<file path="config.mk">
export PLATFORM = sky130hd
export DESIGN_NAME = ultrasonic_dist_meas
export DESIGN_NICKNAME = d
export VERILOG_FILES = /design/src/rtl/ultrasonic_pkg.sv /design/src/rtl/ultrasonic_dist_meas_bcd4_counter.sv /design/src/rtl/ultrasonic_dist_meas.sv
export SDC_FILE = /design/constraint.sdc
export NUM_CORES = 1
export LEC_CHECK = 0
export CAP_MARGIN = 20
export CORE_UTILIZATION = 60
export CTS_CLUSTER_SIZE = 40
export DETAILED_ROUTE_END_ITERATION = 7
export GPL_ROUTABILITY_DRIVEN = 0
export PLACE_DENSITY = 0.79
export SLEW_MARGIN = 5
export SYNTH_ARGS = -nofsm -noshare
export SYNTH_HDL_FRONTEND = slang
export SYNTH_SLANG_ARGS = --single-unit
</file>
<file path="constraint.sdc">
create_clock -name clk -period 3.5 [get_ports clk]
set_input_delay 0.35 -clock clk [delete_from_list [all_inputs] [get_ports clk]]
set_output_delay 0.35 -clock clk [all_outputs]
set_load 0.05 [all_outputs]
</file>
<file path="src/rtl/ultrasonic_pkg.sv">
// Shared types and constants for the ultrasonic ranger: FSM states, conversion
// constants and helpers that size counters from the clock/timing parameters.
package ultrasonic_pkg;

    typedef enum logic [2:0] {
        ST_IDLE,
        ST_TRIG,
        ST_WAIT_RISE,
        ST_MEASURE,
        ST_DONE
    } state_e;

    localparam int unsigned US_PER_CM = 58;
    localparam logic [15:0] ERR_CODE  = 16'hEEEE;
    localparam logic [15:0] BCD_MAX   = 16'h9999;

    // Clock cycles per microsecond tick, never below one.
    function automatic int unsigned usec_div(input int unsigned clk_hz);
        return (clk_hz < 1_000_000) ? 1 : clk_hz / 1_000_000;
    endfunction

    // Bits needed to hold the values 0..n-1.
    function automatic int unsigned cnt_w(input int unsigned n);
        return (n > 1) ? $clog2(n) : 1;
    endfunction

endpackage

</file>
<file path="src/rtl/ultrasonic_dist_meas_bcd4_counter.sv">
// Four-digit cascaded BCD incrementer with synchronous clear; holds at 9999
// instead of rolling over.
module bcd4_counter
    import ultrasonic_pkg::*;
(
    input  logic        clk,
    input  logic        rst,
    input  logic        clr_i,
    input  logic        inc_i,
    output logic [15:0] count_o
);

    logic [15:0] count_q, count_d;
    logic        carry;

    always_comb begin
        count_d = count_q;
        carry   = 1'b1;
        if (clr_i) begin
            count_d = '0;
        end else if (inc_i && (count_q != BCD_MAX)) begin
            for (int unsigned i = 0; i < 4; i++) begin
                if (carry) begin
                    if (count_q[4*i +: 4] == 4'd9) begin
                        count_d[4*i +: 4] = 4'd0;
                    end else begin
                        count_d[4*i +: 4] = count_q[4*i +: 4] + 4'd1;
                        carry             = 1'b0;
                    end
                end
            end
        end
    end

    always_ff @(posedge clk or posedge rst) begin
        if (rst) begin
            count_q <= '0;
        end else begin
            count_q <= count_d;
        end
    end

    assign count_o = count_q;

endmodule

</file>
<file path="src/rtl/ultrasonic_dist_meas.sv">
// HC-SR04 style ranger: periodic trigger, echo pulse timing in microseconds,
// conversion to 4-digit BCD centimetres with timeout error reporting.
module ultrasonic_dist_meas
    import ultrasonic_pkg::*;
#(
    parameter int unsigned CLK_FREQ_HZ     = 125_000_000,
    parameter int unsigned TRIG_US         = 10,
    parameter int unsigned MEAS_PERIOD_MS  = 60,
    parameter int unsigned ECHO_TIMEOUT_MS = 30
) (
    input  logic        clk,
    input  logic        rst,
    input  logic        enable,
    input  logic        echo,
    output logic        trig,
    output logic [15:0] distance_bcd,
    output logic        valid,
    output logic        err
);

    localparam int unsigned USEC_DIV   = usec_div(CLK_FREQ_HZ);
    localparam int unsigned PERIOD_US  = MEAS_PERIOD_MS * 1000;
    localparam int unsigned TIMEOUT_US = ECHO_TIMEOUT_MS * 1000;
    localparam int unsigned PRE_W      = cnt_w(USEC_DIV);
    localparam int unsigned PER_W      = cnt_w(PERIOD_US);
    localparam int unsigned TRG_W      = cnt_w(TRIG_US);
    localparam int unsigned TMO_W      = cnt_w(TIMEOUT_US + 1);
    localparam int unsigned SUB_W      = cnt_w(US_PER_CM);

    state_e state_q, state_d;
    logic   done_err_q, done_err_d;

    logic echo_s1_q, echo_s2_q, echo_s3_q;
    logic echo_rise, echo_fall;

    logic [PRE_W-1:0] pre_cnt_q, pre_cnt_d;
    logic [PER_W-1:0] per_cnt_q, per_cnt_d;
    logic [TRG_W-1:0] trg_cnt_q, trg_cnt_d;
    logic [TMO_W-1:0] tmo_cnt_q, tmo_cnt_d;
    logic [SUB_W-1:0] sub_cnt_q, sub_cnt_d;
    logic             tick, per_wrap, trig_done, tmo_hit, sub_wrap;

    logic        bcd_clr, bcd_inc;
    logic [15:0] bcd_count;

    logic        trig_q, trig_d;
    logic        valid_q, valid_d;
    logic        err_q, err_d;
    logic [15:0] dist_q, dist_d;

    // Two sync stages plus one history stage; edges are decoded from the
    // last two so rise and fall see identical latency.
    always_ff @(posedge clk or posedge rst) begin
        if (rst) begin
            echo_s1_q <= 1'b0;
            echo_s2_q <= 1'b0;
            echo_s3_q <= 1'b0;
        end else begin
            echo_s1_q <= echo;
            echo_s2_q <= echo_s1_q;
            echo_s3_q <= echo_s2_q;
        end
    end

    assign echo_rise = echo_s2_q & ~echo_s3_q;
    assign echo_fall = ~echo_s2_q & echo_s3_q;

    always_comb begin
        tick      = (pre_cnt_q == PRE_W'(USEC_DIV - 1));
        per_wrap  = enable && tick && (per_cnt_q == PER_W'(PERIOD_US - 1));
        trig_done = tick && (trg_cnt_q == TRG_W'(TRIG_US - 1));
        tmo_hit   = tick && (tmo_cnt_q == TMO_W'(TIMEOUT_US - 1));
        sub_wrap  = tick && (sub_cnt_q == SUB_W'(US_PER_CM - 1));
    end

    always_comb begin
        pre_cnt_d = tick ? '0 : pre_cnt_q + 1'b1;

        per_cnt_d = per_cnt_q;
        if (!enable) begin
            per_cnt_d = '0;
        end else if (tick) begin
            per_cnt_d = per_wrap ? '0 : per_cnt_q + 1'b1;
        end

        trg_cnt_d = '0;
        if (state_q == ST_TRIG) begin
            trg_cnt_d = tick ? trg_cnt_q + 1'b1 : trg_cnt_q;
        end

        // Timeout window spans WAIT_RISE and MEASURE; zero everywhere else.
        tmo_cnt_d = '0;
        if ((state_q == ST_WAIT_RISE) || (state_q == ST_MEASURE)) begin
            tmo_cnt_d = tick ? tmo_cnt_q + 1'b1 : tmo_cnt_q;
        end

        sub_cnt_d = sub_cnt_q;
        if (state_q == ST_WAIT_RISE) begin
            sub_cnt_d = '0;
        end else if ((state_q == ST_MEASURE) && tick) begin
            sub_cnt_d = sub_wrap ? '0 : sub_cnt_q + 1'b1;
        end
    end

    always_ff @(posedge clk or posedge rst) begin
        if (rst) begin
            pre_cnt_q <= '0;
            per_cnt_q <= '0;
            trg_cnt_q <= '0;
            tmo_cnt_q <= '0;
            sub_cnt_q <= '0;
        end else begin
            pre_cnt_q <= pre_cnt_d;
            per_cnt_q <= per_cnt_d;
            trg_cnt_q <= trg_cnt_d;
            tmo_cnt_q <= tmo_cnt_d;
            sub_cnt_q <= sub_cnt_d;
        end
    end

    assign bcd_clr = (state_q == ST_WAIT_RISE);
    assign bcd_inc = (state_q == ST_MEASURE) && sub_wrap;

    bcd4_counter u_bcd (
        .clk     (clk),
        .rst     (rst),
        .clr_i   (bcd_clr),
        .inc_i   (bcd_inc),
        .count_o (bcd_count)
    );

    always_ff @(posedge clk or posedge rst) begin
        if (rst) begin
            state_q    <= ST_IDLE;
            done_err_q <= 1'b0;
        end else begin
            state_q    <= state_d;
            done_err_q <= done_err_d;
        end
    end

    // An exhausted window in WAIT_RISE beats a late rise, since MEASURE
    // could no longer time out; in MEASURE the falling edge wins.
    always_comb begin
        state_d    = state_q;
        done_err_d = done_err_q;
        if (!enable) begin
            state_d = ST_IDLE;
        end else begin
            case (state_q)
                ST_IDLE: begin
                    if (per_wrap) state_d = ST_TRIG;
                end
                ST_TRIG: begin
                    if (trig_done) state_d = ST_WAIT_RISE;
                end
                ST_WAIT_RISE: begin
                    if (tmo_hit) begin
                        state_d    = ST_DONE;
                        done_err_d = 1'b1;
                    end else if (echo_rise) begin
                        state_d = ST_MEASURE;
                    end
                end
                ST_MEASURE: begin
                    if (echo_fall) begin
                        state_d    = ST_DONE;
                        done_err_d = 1'b0;
                    end else if (tmo_hit) begin
                        state_d    = ST_DONE;
                        done_err_d = 1'b1;
                    end
                end
                ST_DONE: begin
                    state_d = ST_IDLE;
                end
                default: begin
                    state_d = ST_IDLE;
                end
            endcase
        end
    end

    always_comb begin
        trig_d  = (state_d == ST_TRIG);
        valid_d = (state_q == ST_DONE) && enable;
        dist_d  = dist_q;
        err_d   = err_q;
        if (valid_d) begin
            dist_d = done_err_q ? ERR_CODE : bcd_count;
            err_d  = done_err_q;
        end
    end

    always_ff @(posedge clk or posedge rst) begin
        if (rst) begin
            trig_q  <= 1'b0;
            valid_q <= 1'b0;
            err_q   <= 1'b0;
            dist_q  <= '0;
        end else begin
            trig_q  <= trig_d;
            valid_q <= valid_d;
            err_q   <= err_d;
            dist_q  <= dist_d;
        end
    end

    assign trig         = trig_q;
    assign valid        = valid_q;
    assign err          = err_q;
    assign distance_bcd = dist_q;

endmodule

</file>
==> qor.txt <==
Synthesis warning total -> 0
Min cycle time layout -> 2210 ps
Post-DP HPWL -> 6140 um
Clock transition at path regs -> 90 ps
Largest net degree at the start of global routing -> 56
Max Cap Viol -> 0
Post-Route Skew -> 11.4 ps
H-tree depth -> 3
Row Count -> 31
Drt drc -> 0
Core area -> 0.00741 mm^2
Clk sinks -> 90
Ys flop type -> dfrtp_1
Vias in the first global route -> 3440
Routed Antenna Nets -> 0
Setup Viol. Count Final -> 0
Layout cells sized above 1 -> 0.0605
First-pass GRT wire length -> 15600 um
Sequential element share of the synthesized area -> 0.481
Vias -> 3614
Setup TNS -> 0 ps
Cells after DPL -> 596
Clock Tree Root -> clkbuf_8
Least-Margin Pin Slew -> 740 ps
Die Area -> 0.00817 mm^2
Hold Buf Count CTS -> 0
Cell taking the most area after synthesis -> dfrtp_1
Clock Latency Late Sink -> 370 ps
Cell variety after synth -> 65
M3 GR Usage -> 0.0539
Total wire length -> 9020 um
FF+latch count, synth -> 90
FF/Latch Area -> 0.00225 mm^2
# nets final -> 528
Share of the synthesized area in the top cell type -> 0.481
CP max FO -> 9
Worst rel slew slack -> 0.506
Fillcell total -> 560
Initial antenna violation count -> 0
Diode count -> 0
Critical setup path kind -> reg2reg
Synth Net Count -> 512
Commonest cells post-synth -> dfrtp_1, nand2_1, nor2_1
IO Port Bufs -> 22
Peak Freq -> 452 MHz
Initial core utilization -> 0.633
Final hold slack -> 359 ps
Avg WL per Cell -> 14.8 um
Synthesized area -> 0.00469 mm^2
Leakage -> 2.26 nW
Drt first pass iters -> 4
Mapped Avg Cell Area -> 9.53 um^2
GR Overflow Total -> 0
Max-slew violation count -> 0
Data arrival time of the critical path -> 2510 ps
Layout area overhead -> 10.4%
Clk buf depth -> 2
Total CTS buffers -> 9
Crit end category -> flip-flop
Synth Instances -> 492
Grt peak-use layer -> met2
VDD IR-drop max -> 245 uV
GR Util met1 -> 0.313
Worst min path class -> in2async
Non-Filler Instances -> 611
Most numerous cell in the Yosys netlist -> dfrtp_1
Die W -> 90.4 um
Post-DR vias/cell -> 5.91
PwrDens -> 355 mW/mm^2
IO Count -> 23
Die height -> 90.4 um
RSZ-0062 raised after global routing -> no
Synth area leaders -> dfrtp_1, nand2_1, ha_1
Setup Buffers After CTS -> 0
Multi-input logic area -> 0.00225 mm^2
Iteration-0 DRC Markers -> 219
CTS resizes -> 0
Status -> finished, final reports clean
Required time of the worst setup path -> 3800 ps
CP Launch Type -> flip-flop
Asr flop ratio synth -> 1.00
Hold violation total from the final report -> 0
Tcrit/Tclk final -> 0.632
Post-synth EDFFs -> 0
CTS tree -> yes
Met2 usage -> 0.389
Tot GR Track Use -> 0.238
-- registers in the layout, indices dropped and copies added, names as in the netlist --
name / cells
tmo_cnt_q: 15
per_cnt_q: 16
trg_cnt_q: 4
u_bcd.count_o: 16
sub_cnt_q: 6
trig: 1
state_q: 3
pre_cnt_q: 7
distance_bcd: 16
done_err_q: 1
echo_s2_q: 1
err: 1
echo_s3_q: 1
valid: 1
echo_s1_q: 1
-- critical path, stage by stage (launching register included) --
cell and delay (ps):
dfrtp_1 430, nor2b_1 630, nand4_1 250, nand4bb_4 340, or3_1 340, a21oi_1 150
-- final timing paths --
kind | start | end | slack [ps] | depth (start not counted)
worst max-delay path | state_q[1] | u_bcd.count_o[11] | 1290 | 5
worst min-delay path | rst | per_cnt_q[6] | 360 | 2
worst max register to register | state_q[1] | u_bcd.count_o[11] | 1290 | 5
worst min register to register | echo_s1_q | echo_s2_q | 370 | 0
max in group asynchronous | rst | u_bcd.count_o[1] | 2440 | 3
min in group clk | echo_s1_q | echo_s2_q | 370 | 0
-- metrics by stage --
step	cell area, um^2	total power [W]	util	worst slack, ps
detailed placement	4970	0.00110	0.671	1310
global route	5180	0.00190	0.699	1120
global placement	4970	0.00110	0.671	1380
floorplan	4690	0.00109	-	815
CTS	5180	0.00185	0.699	1300
finish	5180	0.00184	0.699	1290
-- where the power goes --
group	internal [W]	switching [W]
registers	0.00104	0.00000231
clock network	0.000397	0.000360
logic	0.00000876	0.0000269
total	0.00145	0.000389
-- area by class of cell --
| cell class | instances | share of cell area |
|---|---|---|
| flip-flops and latches | 90 | 0.435 |
| multi-input cells | 359 | 0.435 |
| clock inverters | 5 | 0.0155 |
| clock buffers | 10 | 0.0247 |
| repair buffers | 25 | 0.0493 |
| inverters | 23 | 0.0169 |
| well taps | 99 | 0.0239 |
-- cells by family (layout without fill, tap and decap cells) --
kind of cell             count (synthesis)  in the layout  synth area share
XOR/XNOR                                19             19            0.0355
AND/OR/NAND/NOR                        220            220             0.257
multiplexers                             6              6            0.0128
flip-flops                              90             90             0.481
adder cells (fa/ha/maj)                 16             16            0.0427
AO/OA/AOI/OAI                           98             98             0.132
buffers and inverters                   43             63            0.0395
-- cells in the final DEF (no fill, tap or decap), drive strengths merged, types with 5 or more instances in the layout --
master / instances
dfrtp: 90
nand2: 71
nor2: 40
o21ai: 36
a21oi: 23
nand3: 22
clkdlybuf4s50: 22
inv: 21
ha: 16
nand4: 13
nor3: 12
xnor2: 11
clkbuf: 10
or3: 9
xor2: 8
a22o: 8
a31oi: 7
nand3b: 7
nor4: 7
nor2b: 6
mux2i: 6
and3: 5
and2: 5
-- routing by layer --
| layer | up-vias | wire [um] |
|---|---|---|
| met1 | 1738 | 4190 |
| met5 | - | 0 |
| li1 | 1763 | - |
| met4 | 0 | 161 |
| met2 | 95 | 4250 |
| met3 | 18 | 409 |
No activity file was read; power rests on OpenSTA's default activity.
